==> src/rtl/timer_bank.sv <==
// Shared 1 s prescaler (pps, seconds counter, status LED) plus NCH independent
// programmable tick channels, each periodic or one-shot with a toggling LED line.
module timer_bank #(
  parameter logic [31:0] CLK_CNT = 32'd25000000,
  parameter int unsigned NCH     = 4,
  parameter int unsigned CNT_W   = 32,
  parameter int unsigned TS_W    = 32,
  localparam int unsigned CH_W   = (NCH > 1) ? $clog2(NCH) : 1
) (
  input  logic             clk,
  input  logic             reset,
  input  logic             cfg_we,
  input  logic [CH_W-1:0]  cfg_ch,
  input  logic [CNT_W-1:0] cfg_period,
  input  logic             cfg_oneshot,
  input  logic             cfg_en,
  output logic             pps,
  output logic [TS_W-1:0]  tim,
  output logic             led,
  output logic [NCH-1:0]   ch_tick,
  output logic [NCH-1:0]   ch_led,
  output logic [NCH-1:0]   ch_busy
);

  logic [31:0]     pcnt_q;
  logic            pps_q;
  logic            led_q;
  logic [TS_W-1:0] tim_q;
  logic            base_wrap;

  assign base_wrap = (pcnt_q == (CLK_CNT - 32'd1));

  always_ff @(posedge clk) begin
    if (reset) begin
      pcnt_q <= '0;
      pps_q  <= 1'b0;
      led_q  <= 1'b0;
      tim_q  <= '0;
    end else begin
      pps_q <= base_wrap;
      if (base_wrap) begin
        pcnt_q <= '0;
        tim_q  <= tim_q + TS_W'(1);
        led_q  <= ~led_q;
      end else begin
        pcnt_q <= pcnt_q + 32'd1;
      end
    end
  end

  assign pps = pps_q;
  assign tim = tim_q;
  assign led = led_q;

  logic [CNT_W-1:0] period_q [NCH];
  logic [CNT_W-1:0] period_d [NCH];
  logic [CNT_W-1:0] cnt_q    [NCH];
  logic [CNT_W-1:0] cnt_d    [NCH];
  logic [NCH-1:0]   oneshot_q, oneshot_d;
  logic [NCH-1:0]   busy_q,    busy_d;
  logic [NCH-1:0]   tick_q,    tick_d;
  logic [NCH-1:0]   chled_q,   chled_d;
  logic             wr_ok;

  // Out-of-range channel indices (possible when NCH is not a power of two) never match.
  assign wr_ok = cfg_we && (32'(cfg_ch) < NCH);

  always_comb begin
    period_d  = period_q;
    cnt_d     = cnt_q;
    oneshot_d = oneshot_q;
    busy_d    = busy_q;
    chled_d   = chled_q;
    tick_d    = '0;
    for (int unsigned i = 0; i < NCH; i++) begin
      if (wr_ok && (32'(cfg_ch) == i)) begin
        // A write takes priority over a coinciding terminal count, suppressing that tick.
        period_d[i]  = cfg_period;
        oneshot_d[i] = cfg_oneshot;
        cnt_d[i]     = '0;
        busy_d[i]    = cfg_en && (cfg_period != '0);
      end else if (busy_q[i]) begin
        if (cnt_q[i] == (period_q[i] - CNT_W'(1))) begin
          cnt_d[i]   = '0;
          tick_d[i]  = 1'b1;
          chled_d[i] = ~chled_q[i];
          if (oneshot_q[i]) begin
            busy_d[i] = 1'b0;
          end
        end else begin
          cnt_d[i] = cnt_q[i] + CNT_W'(1);
        end
      end else begin
        cnt_d[i] = '0;
      end
    end
  end

  always_ff @(posedge clk) begin
    if (reset) begin
      period_q  <= '{default: '0};
      cnt_q     <= '{default: '0};
      oneshot_q <= '0;
      busy_q    <= '0;
      tick_q    <= '0;
      chled_q   <= '0;
    end else begin
      period_q  <= period_d;
      cnt_q     <= cnt_d;
      oneshot_q <= oneshot_d;
      busy_q    <= busy_d;
      tick_q    <= tick_d;
      chled_q   <= chled_d;
    end
  end

  assign ch_tick = tick_q;
  assign ch_led  = chled_q;
  assign ch_busy = busy_q;

endmodule

==> config.mk <==
export PLATFORM = sky130hd
export DESIGN_NAME = timer_bank
export DESIGN_NICKNAME = d
export VERILOG_FILES = /design/src/rtl/timer_bank.sv
export SDC_FILE = /design/constraint.sdc
export NUM_CORES = 1
export LEC_CHECK = 0
export CAP_MARGIN = 20
export CORE_MARGIN = 8
export CORE_UTILIZATION = 65
export DETAILED_ROUTE_END_ITERATION = 7
export PLACE_DENSITY = 0.85
export REMOVE_ABC_BUFFERS = 1
export SYNTH_ARGS = -nofsm -noshare
export SYNTH_HDL_FRONTEND = slang
export SYNTH_SLANG_ARGS = --single-unit
==> constraint.sdc <==
create_clock -name clk -period 4.6 [get_ports clk]
set_input_delay 0.92 -clock clk [delete_from_list [all_inputs] [get_ports clk]]
set_output_delay 0.92 -clock clk [all_outputs]
set_load 0.02 [all_outputs]
Word-level counts from Yosys, hierarchy flattened
Index checks and enable logic that the tools add are counted.

word-level totals
  word-level logic and storage cells = 96
  register bits = 338
  output and inout bits = 46

operators by class
  $add $sub $neg = 10
  multiplexer cells = 20
  bitwise logic cells = 13
  reduce and logical (&&, ||, !) cells = 20
  eq/ne operators = 8

operators by type and width
  kind                                                                      number
  32-bit by 1-bit adder with 32-bit output (second input constant)          6
  32-bit equality test                                                      4
  32-bit by 1-bit subtractor with 32-bit output (second input constant)     4
  32-bit by 25-bit equality test with 1-bit output (second input constant)  1
  32-bit nonzero test                                                       1
  1-bit two-way mux                                                         20
  4-bit OR reduction                                                        4
  1-bit inverter                                                            13
  3-bit AND reduction                                                       4
  3-bit OR reduction                                                        4
  1-bit logical AND                                                         5
  2-bit equality test (second input constant)                               2
  2-bit by 1-bit equality test with 1-bit output (second input constant)    1
  2-bit zero test                                                           1
  2-bit OR reduction                                                        1

Depth between registers and ports, before layout
Gate-level depths: netlist (run 1).

  depth after elaboration = 5
  depth in mapped cells = 12
  depth with buffers taken out = 10

Worst setup path after synthesis (run 1)
OpenSTA, ideal clock, no wires.

  path kind = register to register
  start = register period_q[32] (netlist bit)
  end = register chled_q[2] (netlist: ch_led[2])
  cell stages (with the launch flop) = 12
  arrival time = 3.065 ns
  period minus slack after synthesis = 3.136 ns
  buffers on the path = 1
  library setup time = 0.070 ns
  setup slack = 1.464 ns
  data required time = 4.530 ns
  path through = dfxtp_1 -> inv_1 -> ha_1 -> clkbuf_1 -> or4b_2 -> nor4_2 -> xnor2_1 -> nor4_1 -> nand4_1 -> or4_1 -> or3_1 -> a21oi_1

between the ends
  cells in the longest elaborated chain, start to end = 3

ends and longest elaborated chain
  item                                           RTL line  RTL
  start, declared                                55        logic [CNT_W-1:0] period_q [NCH];
  start signal, assigned                         108       period_q <= period_d;
  32-bit by 1-bit subtractor with 32-bit output  83        if (cnt_q[i] == (period_q[i] - CNT_W'(1))) begin
  32-bit equality test                           83
  3-bit AND reduction (no source line)           --
  end signal, assigned                           113       chled_q <= chled_d;
  end, declared                                  62        logic [NCH-1:0] chled_q, chled_d;

Every way passes these cells.
A chain may end at the register's enable or synchronous reset.

Final worst setup path (run 1)
  start = register period_q[66] (netlist bit)
  end = register busy_q[1] (netlist: ch_busy[1])

between the ends
  cells in the longest elaborated chain, start to end = 5

ends and longest elaborated chain
  item                                           RTL line  RTL
  32-bit by 1-bit subtractor with 32-bit output  83
  32-bit equality test                           83
  1-bit two-way mux                              83
  1-bit two-way mux                              82        end else if (busy_q[i]) begin
  1-bit two-way mux                              76        if (wr_ok && (32'(cfg_ch) == i)) begin
  end signal, assigned                           111       busy_q <= busy_d;
  end, declared                                  60        logic [NCH-1:0] busy_q, busy_d;

Every way passes these cells.

==> metrics list, run 1 <==
- Area Overhead vs Synth: 13.6%
- STA classifies the critical path endpoint as a register.
- After synthesis, the largest area contributor takes up 38.1% of total cell area.
- Setup violations remaining at the end of the flow were counted as 0.
- Hold Path Cell Cnt: 2
- Fraction of layout instances using a drive strength above 1: roughly 5%
* Number of DRC markers after the initial detailed-route iteration: 1710
- The initial antenna violation count was 0.
- Tcrit/Tclk final: 77.5%
- Once the floorplan was initialized, standard cells occupied 66.1% of the core.
- Setup repair after global routing left no endpoint under its margin.
- All-Layer GR Usage: 27.8%
* Post-route DRC violation count: 0
* Pin count of the biggest net entering global routing: between 80 and 90
* Setup tns final: 0 ns
- The biggest area contributor in the post-synthesis netlist is dfxtp_1.
* Die footprint: 32900 um2
* Count of buffers inserted at the top-level ports: 84
* Vias per inst: ~6.1
- Max cap viols: 0
- In the synthesized netlist the async set-or-reset flop fraction comes to 0%.
* Cells after synthesis: approximately 2300
- Bufs on Longest Clock Path: 3
* Worst setup margin: about 1.0 ns
- CTS Root Buffer Type: clkbuf_16
- Nets: between 2000 and 2500
* First-pass GRT wire length: about 77000 um
* R2r startpoint: period_q[66]
- Path type of the worst setup path: reg2reg
* Antenna viol nets, final: 0
- Data on the critical path is required at its endpoint by between 4 and 5 ns.
- Global route overflow: 0
* Count of final hold-check violations: 0
- Io pins: 85
* Clock edge transition at the registers on the reported setup and hold paths: 0.06 ns
- Summed over all cells, the static leakage comes to 6.95 nW.
- Resize count post-CTS: 0
- For the worst flop-to-flop path, the logic depth is 9.
- Top cell family by delay on the critical path: simple AND/OR/NAND/NOR gates
* CTS tree: built
* Final critical delay including setup and external delays: between 3 and 4 ns
* Via total after detailed routing: roughly 16000
- Count of buffers added by post-CTS timing repair for setup: 0
- After floorplanning, the core was sized to cover roughly 27000 um2.
- In this run, CTS created clock tree buffers numbering 37.
- The congestion estimate from routability-driven global placement came to 0.924.
* Relative slew margins: roughly 37%
- Worst reg2reg endpoint: ch_busy[1]
- Slew Limit Fails: 0
- Startpoint class of the critical path: register
- Before antenna repair, the detailed router went through 8 iterations.
- Worst reg2reg setup slack: 1.03 ns
- Hpwl dp: 33100 um
* Chip width: roughly 180 um
- Clock latency on the worst-skew pair, taken at its later pin, is around 0.53 ns.
* Clock Skews: ~0.034 ns
- Avg Inst Size Synth: around 8 um2
- Class of the most critical hold timing path: reg2reg
- In this run the core area contains 60 standard-cell rows.
* Post-synthesis sequential element count: 338
* Share of the yosys chip area belonging to registers: between 30% and 40%
* Area of the mapped netlist: 17800 um2
- Result of the run: finished clean
* Die Span Y: 181 um
- CTS built an H-tree with a depth of 2.
- Sorting the synthesized cells by area gives the leading types as dfxtp_1, xnor2_1, nand2_1.
- Signal arrival time at the worst endpoint: 3.95 ns
* Count of buffer and inverter cells on the critical path: 1
- Total power density per cell area: 353 nW/um2
* Biggest cell delay along the critical path: 0.69 ns
- In the synthesized netlist the dominant register cell turns out to be dfxtp_1.
* Hold path startpoint: oneshot_q[1]
* Number of enable flip-flop cells after synthesis: 0
- Prior to clock tree synthesis, the placed netlist has a worst setup slack of 1.10 ns.
- The path with the worst hold slack has its endpoint at oneshot_q[1].
* Antenna fix cells: 0
* Max VDD drop: 0.000319 V
- Number of global-route vias before repair: ~16000
* Biggest fanout along the worst timing path: 33
- Post-cts hold buffer count: 0
- Timing would allow up to 0.280 GHz.
- The slowest stage of the critical path belongs to the cell nor4_2.
* Number of sinks handled by clock tree synthesis: around 340
* Number of distinct library cells after synthesis: 68
* Routed wire length: 47300 um
* Drt wl/cell: roughly 18 um
* Cell chain of the critical path: nor4_2, nand4b_1, or4_1, nor3_1, o2111a_1, nand3_1, o21bai_2, buf_4, o221ai_1
- At the pin with the least slew margin, the transition time is about 0.93 ns.
- Synthesis Warnings: 0
[worst max-delay path by stage]
stage / start / to / slack (ns) / cells after the start
after floorplan: period_q[66] / ch_busy[1] / 0.69 / 8
after global placement: period_q[0] / cnt_q[15] / 1.22 / 11
after detailed placement: period_q[66] / ch_busy[1] / 1.10 / 9
after CTS: period_q[66] / ch_busy[1] / 1.08 / 9
after global routing: period_q[1] / cnt_q[10] / 0.78 / 11
final: period_q[66] / ch_busy[1] / 1.03 / 9
[power by group]
group	internal (mW)	switching [mW]	leakage (nW)
logic	0.350	0.506	3.56
registers	2.97	0.0707	2.73
clock network	2.02	1.21	0.649
total	5.34	1.79	6.95
[layer usage]
layer | track usage [%] | wire length, um | vias up | share of wire, %
met5 | 0 | 0 | - | 0
met4 | 12.3 | 2070 | 0 | 4.4
met3 | 4.23 | 3260 | 148 | 6.9
met2 | 45.0 | 21200 | 630 | 45
met1 | 36.3 | 20700 | 7670 | 44
li1 | - | - | 7935 | -
[through the flow]
stage                     area, um2  util (%)  hold WS [ns]  power, mW  instances
after floorplan               17300         -         0.421       3.66       2157
after global placement        18700      69.7         0.442       3.91       2597
after detailed placement      18700      69.7         0.451       3.93       2597
after CTS                     20100      74.7         0.466       7.13       2663
after global routing          20200      75.1         0.487       7.37       2668
final                         20200      75.1         0.462       7.13       2668
[flip-flops by register name, indices dropped and copies added, names as in the netlist]
| name | count |
|---|---|
| oneshot_q | 4 |
| pcnt_q | 32 |
| ch_led | 4 |
| led | 1 |
| cnt_q | 128 |
| period_q | 128 |
| ch_busy | 4 |
| ch_tick | 4 |
| pps | 1 |
| tim | 32 |
[Yosys cell counts (all sizes together) (11+ instances only)]
cell type	n
o31ai	11
o21ai	36
nand4	63
and4	19
xnor2	182
or3	52
a31oi	13
or2	11
a21oi	172
xor2	147
nor2b	15
or4	28
nor4	70
nor2	262
buf	13
inv	44
nand2	360
and3	40
nand3	82
clkbuf	96
dfxtp	338
a2111oi	12
nor3	57
nor3b	12
[area by class of cell]
type                            count  area, um2
Multi-Input combinational cell   1775      10400
Sequential cell                   338       6770
Fill cell                        2017       6700
Timing Repair Buffer              104       1050
Clock buffer                       47       1010
Tap cell                          341        427
Clock inverter                     19        319
Inverter                           44        165
[kinds of logic (layout without fill, tap and decap cells)]
kind of cell | after synthesis | in the layout | share of synthesized area, %
AO/OA/AOI/OAI | 311 | 311 | 10.5
XOR/XNOR | 329 | 329 | 16.2
adder cells (fa/ha/maj) | 10 | 10 | 0.704
buffers and inverters | 153 | 214 | 3.30
flip-flops | 338 | 338 | 38.1
multiplexers | 6 | 6 | 0.352
AND/OR/NAND/NOR | 1119 | 1119 | 30.9
[cell usage in the layout (no fill, tap or decap), drive strengths merged, types with 13 or more instances in the layout]
cell,synthesis,routed
buf,13,19
nand4,63,63
nand2,360,360
xor2,147,147
or4,28,28
nand3,82,82
o21ai,36,36
nor3,57,57
a21oi,172,172
clkdlybuf4s50,0,83
dfxtp,338,338
or3,52,52
nor4,70,70
nor2b,15,15
and4,19,19
and3,40,40
clkbuf,96,49
nor2,262,262
a31oi,13,13
inv,44,47
xnor2,182,182
[worst reg2reg max path, delay by kind of cell, from the launching register on]
| family | cells | cell delay (ns) |
|---|---|---|
| and+or+nand+nor | 5 | 2.12 |
| DFF | 1 | 0.37 |
| buffers and inverters | 1 | 0.33 |
| AOI/OAI and AO/OA | 3 | 0.59 |
(Power assumes the default switching activity.)
==> inputs of run 2 (changes only) <==
--- a/config.mk
+++ b/config.mk
@@ -7,9 +7,9 @@
 export LEC_CHECK = 0
 export CAP_MARGIN = 20
 export CORE_MARGIN = 8
-export CORE_UTILIZATION = 65
+export CORE_UTILIZATION = 61
 export DETAILED_ROUTE_END_ITERATION = 7
-export PLACE_DENSITY = 0.85
+export PLACE_DENSITY = 0.81
 export REMOVE_ABC_BUFFERS = 1
 export SYNTH_ARGS = -nofsm -noshare
 export SYNTH_HDL_FRONTEND = slang
==> constraint.sdc (replaced) <==
create_clock -name clk -period 3.6 [get_ports clk]
set_input_delay 0.72 -clock clk [delete_from_list [all_inputs] [get_ports clk]]
set_output_delay 0.72 -clock clk [all_outputs]
set_load 0.02 [all_outputs]
==> run 2 against run 1 <==
  * Die area increased by 6.0%
  * Flip-flop and latch count stayed put
  * Combinational power is 33% higher
  * Total power rose by 26%
  * Global-route usage shrank 2.0 points
  * Clock power is 22% higher
  * Worst setup slack got worse by 0.81 ns
  * First-iteration DRC count decreased by 24%
  * Cell count grew 3.5%
  * Clock skew fell by 0.0066 ns
  * Non-clock buffer count grew 51
  * Critical path type unchanged
==> metrics list, run 2 (synthesis results as in run 1) <==
* Die Span Y: 187 um (+2.9%)
- Count of buffers added by post-CTS timing repair for setup: 0 (unchanged)
- The worst hold path belongs to the class reg2reg.
* Vias per inst: 5.93 (-3.4%)
* Bufs on Longest Clock Path: 3 (unchanged)
* Hold Path Cell Cnt: 1 (-1)
* Category of the worst setup path capture point: register
- The ratio of cells with drive above 1 in the final layout is 7.06% (+2.2 points).
- Biggest cell delay along the critical path: 0.73 ns (+0.04 ns)
* Initial cell density of the core: 61.9% (-4.2 points)
- Final Instance Count excl. Fillers: 2762 (+3.5%)
- Die footprint: 34800 um2 (+6.0%)
* Number of global-route vias before repair: 15500 (-0.48%)
* Io pins: 85 (unchanged)
- The worst supply voltage drop on vdd was 0.000354 V (+11%).
* Post-cts hold buffer count: 0 (unchanged)
* Area Overhead vs Synth: 15.8%
- Worst reg2reg setup slack: 0.22 ns (-0.81 ns)
* Most frequent cells in the layout: nand2_1, dfxtp_1, nor2_1
* Relative slew margins: 42.5% (+5.1 points)
- The startpoint identified for the worst hold timing path is pcnt_q[0].
- The detailed placer's ending HPWL came to 34100 um (+3.0%).
- The number of placement rows was 62 (+3.3%).
- First-pass GRT wire length: 77300 um (-0.18%)
- The final-report max-slew violation count came to 0 (unchanged).
- The post-CTS clock slew at the launch and capture registers of the worst setup and hold paths came to 0.06 ns (about the same).
* Cell chain of the critical path: or4_1, nor4_2, xnor2_1, a2111oi_1, buf_4, nand4_1, or4_1, or3_1, a21oi_1
* Later-pin clock latency in the skew report: 0.53 ns (about the same)
* Path type of the worst setup path: reg2reg
- The endpoint identified for the worst register-to-register timing path is ch_led[2].
- Result of the run: finished clean
- Via total after detailed routing: 16400 (+0.018%)
- Maximum frequency from static timing analysis: 0.296 GHz (+5.5%)
- Tcrit/Tclk final: 93.9% (+16 points)
- The layout filler cell count came to 2301 (+14%).
- The width of the chip was 187 um (+2.9%).
- The initial antenna violation count came to 0 (unchanged).
- The actual transition at the worst max-transition pin was 0.854 ns (-0.0753 ns).
* Core Footprint: 28700 um2 (+6.8%)
- R2R cell count: 9 (unchanged)
- All-Layer GR Usage: 25.9% (-2.0 points)
* Worst Hold Path EP: pcnt_q[0]
- The number of nets still failing antenna checks after routing was 0 (unchanged).
- The clock sink count was 338 (unchanged).
* Drt wl/cell: 17.1 um (-3.3%)
- The number of placed instances, taps included came to 2696 (+3.8%).
- The violation count after the first detailed-route iteration was 1298 (-24%).
- The number of CTS-inserted buffers was 37 (unchanged).
- The first-pass iteration count of the detailed router came to 7 (-1).
- CTS H-tree depth: 2 (unchanged)
- Pin count of the biggest net entering global routing: 88 (+4.8%)
* Worst EP required: 4.04 ns (-0.94 ns)
* Clock Skews: 0.0275 ns (-0.00656 ns)
* CP max stage cell: or4_1
- Antenna fix cells: 0 (unchanged)
* Signal arrival time at the worst endpoint: 3.82 ns (-0.13 ns)
* Leading cell type in the layout, fill and taps excluded: nand2_1
- The largest fanout on the critical path came to 9 (-73%).
- R2r startpoint: period_q[35]
- CTS tree: built
* Startpoint class of the critical path: register
- The post-cts resize count was 0 (unchanged).
- Count of buffers inserted at the top-level ports: 84 (unchanged)
- The final estimated routing congestion in global placement was 0.925 (+0.12%).
- Final critical delay including setup and external delays: 3.38 ns (-0.186 ns)
- The global-route congestion overflow total was 0 (unchanged).
- Final setup viols: 0 (unchanged)
* Smallest hold slack: 0.457 ns (-0.00456 ns)
- CTS Root Buffer Type: clkbuf_16
* Count of final hold-check violations: 0 (unchanged)
* Largest registers: cnt_q: 128 flops, period_q: 128 flops
- The total power per unit cell area is 436 nW/um2 (+23%).
- Nets: 2400 (+2.2%)
* Post-route DRC violation count: 0 (unchanged)
- Max cap viols: 0 (unchanged)
- Routed wire length: 47300 um (+0.12%)
- Most used cell along the critical path: or4_1
- Unrepaired setup endpoints after global routing: false
* Leakage: 7.19 nW (+3.5%)
==> run 2: cell type report <==
class	count	area (um2)	share of cell area (%)
multi-input cells	1775	10500	50.8
inverters	44	165	0.803
repair buffers	155	1430	6.97
flip-flops and latches	338	6770	32.9
clock inverters	18	226	1.10
well taps	384	480	2.34
clock buffers	48	1050	5.10
==> run 2: metal layers <==
layer / wire (um) / GRT usage [%] / up-vias
met1: 21000 / 33.7 / 7733
met4: 2180 / 11.4 / 0
li1: - / - / 8034
met2: 21300 / 42.1 / 511
met5: 0 / 0 / -
met3: 2820 / 3.86 / 108
==> run 2: where the power goes <==
group / total [mW] / leakage, nW / internal [mW] / switching (mW)
sequential: 3.89 / 2.73 / 3.80 / 0.0885
clock: 3.94 / 0.629 / 2.36 / 1.57
combinational: 1.14 / 3.83 / 0.493 / 0.651
total: 8.97 / 7.19 / 6.66 / 2.31
==> run 2: metrics by stage <==
stage          power [mW]  setup TNS, ns  area (um2)  worst slack [ns]  utilization (%)
2_1_floorplan        4.68         -10.18       17300            -0.306                -
3_3_place_gp         5.07              0       19300             0.198             67.2
3_5_place_dp         5.08              0       19300             0.207             67.2
4_1_cts              9.00              0       20600             0.185             71.6
5_1_grt              9.30              0       20600           0.00507             71.7
6_report             8.97              0       20600             0.219             71.7
==> run 2: worst max-delay path, delay by kind of cell, from the launching register on <==
kind | cells | cell delay (ns)
AND/OR/NAND/NOR | 5 | 2.11
AO/OA/AOI/OAI | 2 | 0.53
flip-flops | 1 | 0.39
buffers and inverters | 1 | 0.18
XOR/XNOR | 1 | 0.11
==> run 2: worst max-delay path by stage <==
| stage | startpoint | end | depth (start not counted) |
|---|---|---|---|
| 5_1_grt | period_q[0] | ch_led[3] | 10 |
| 6_report | period_q[35] | ch_led[2] | 9 |
| 3_3_place_gp | period_q[35] | ch_led[2] | 9 |
| 2_1_floorplan | period_q[66] | ch_busy[1] | 8 |
| 3_5_place_dp | period_q[32] | ch_led[2] | 10 |
| 4_1_cts | period_q[32] | ch_led[2] | 10 |
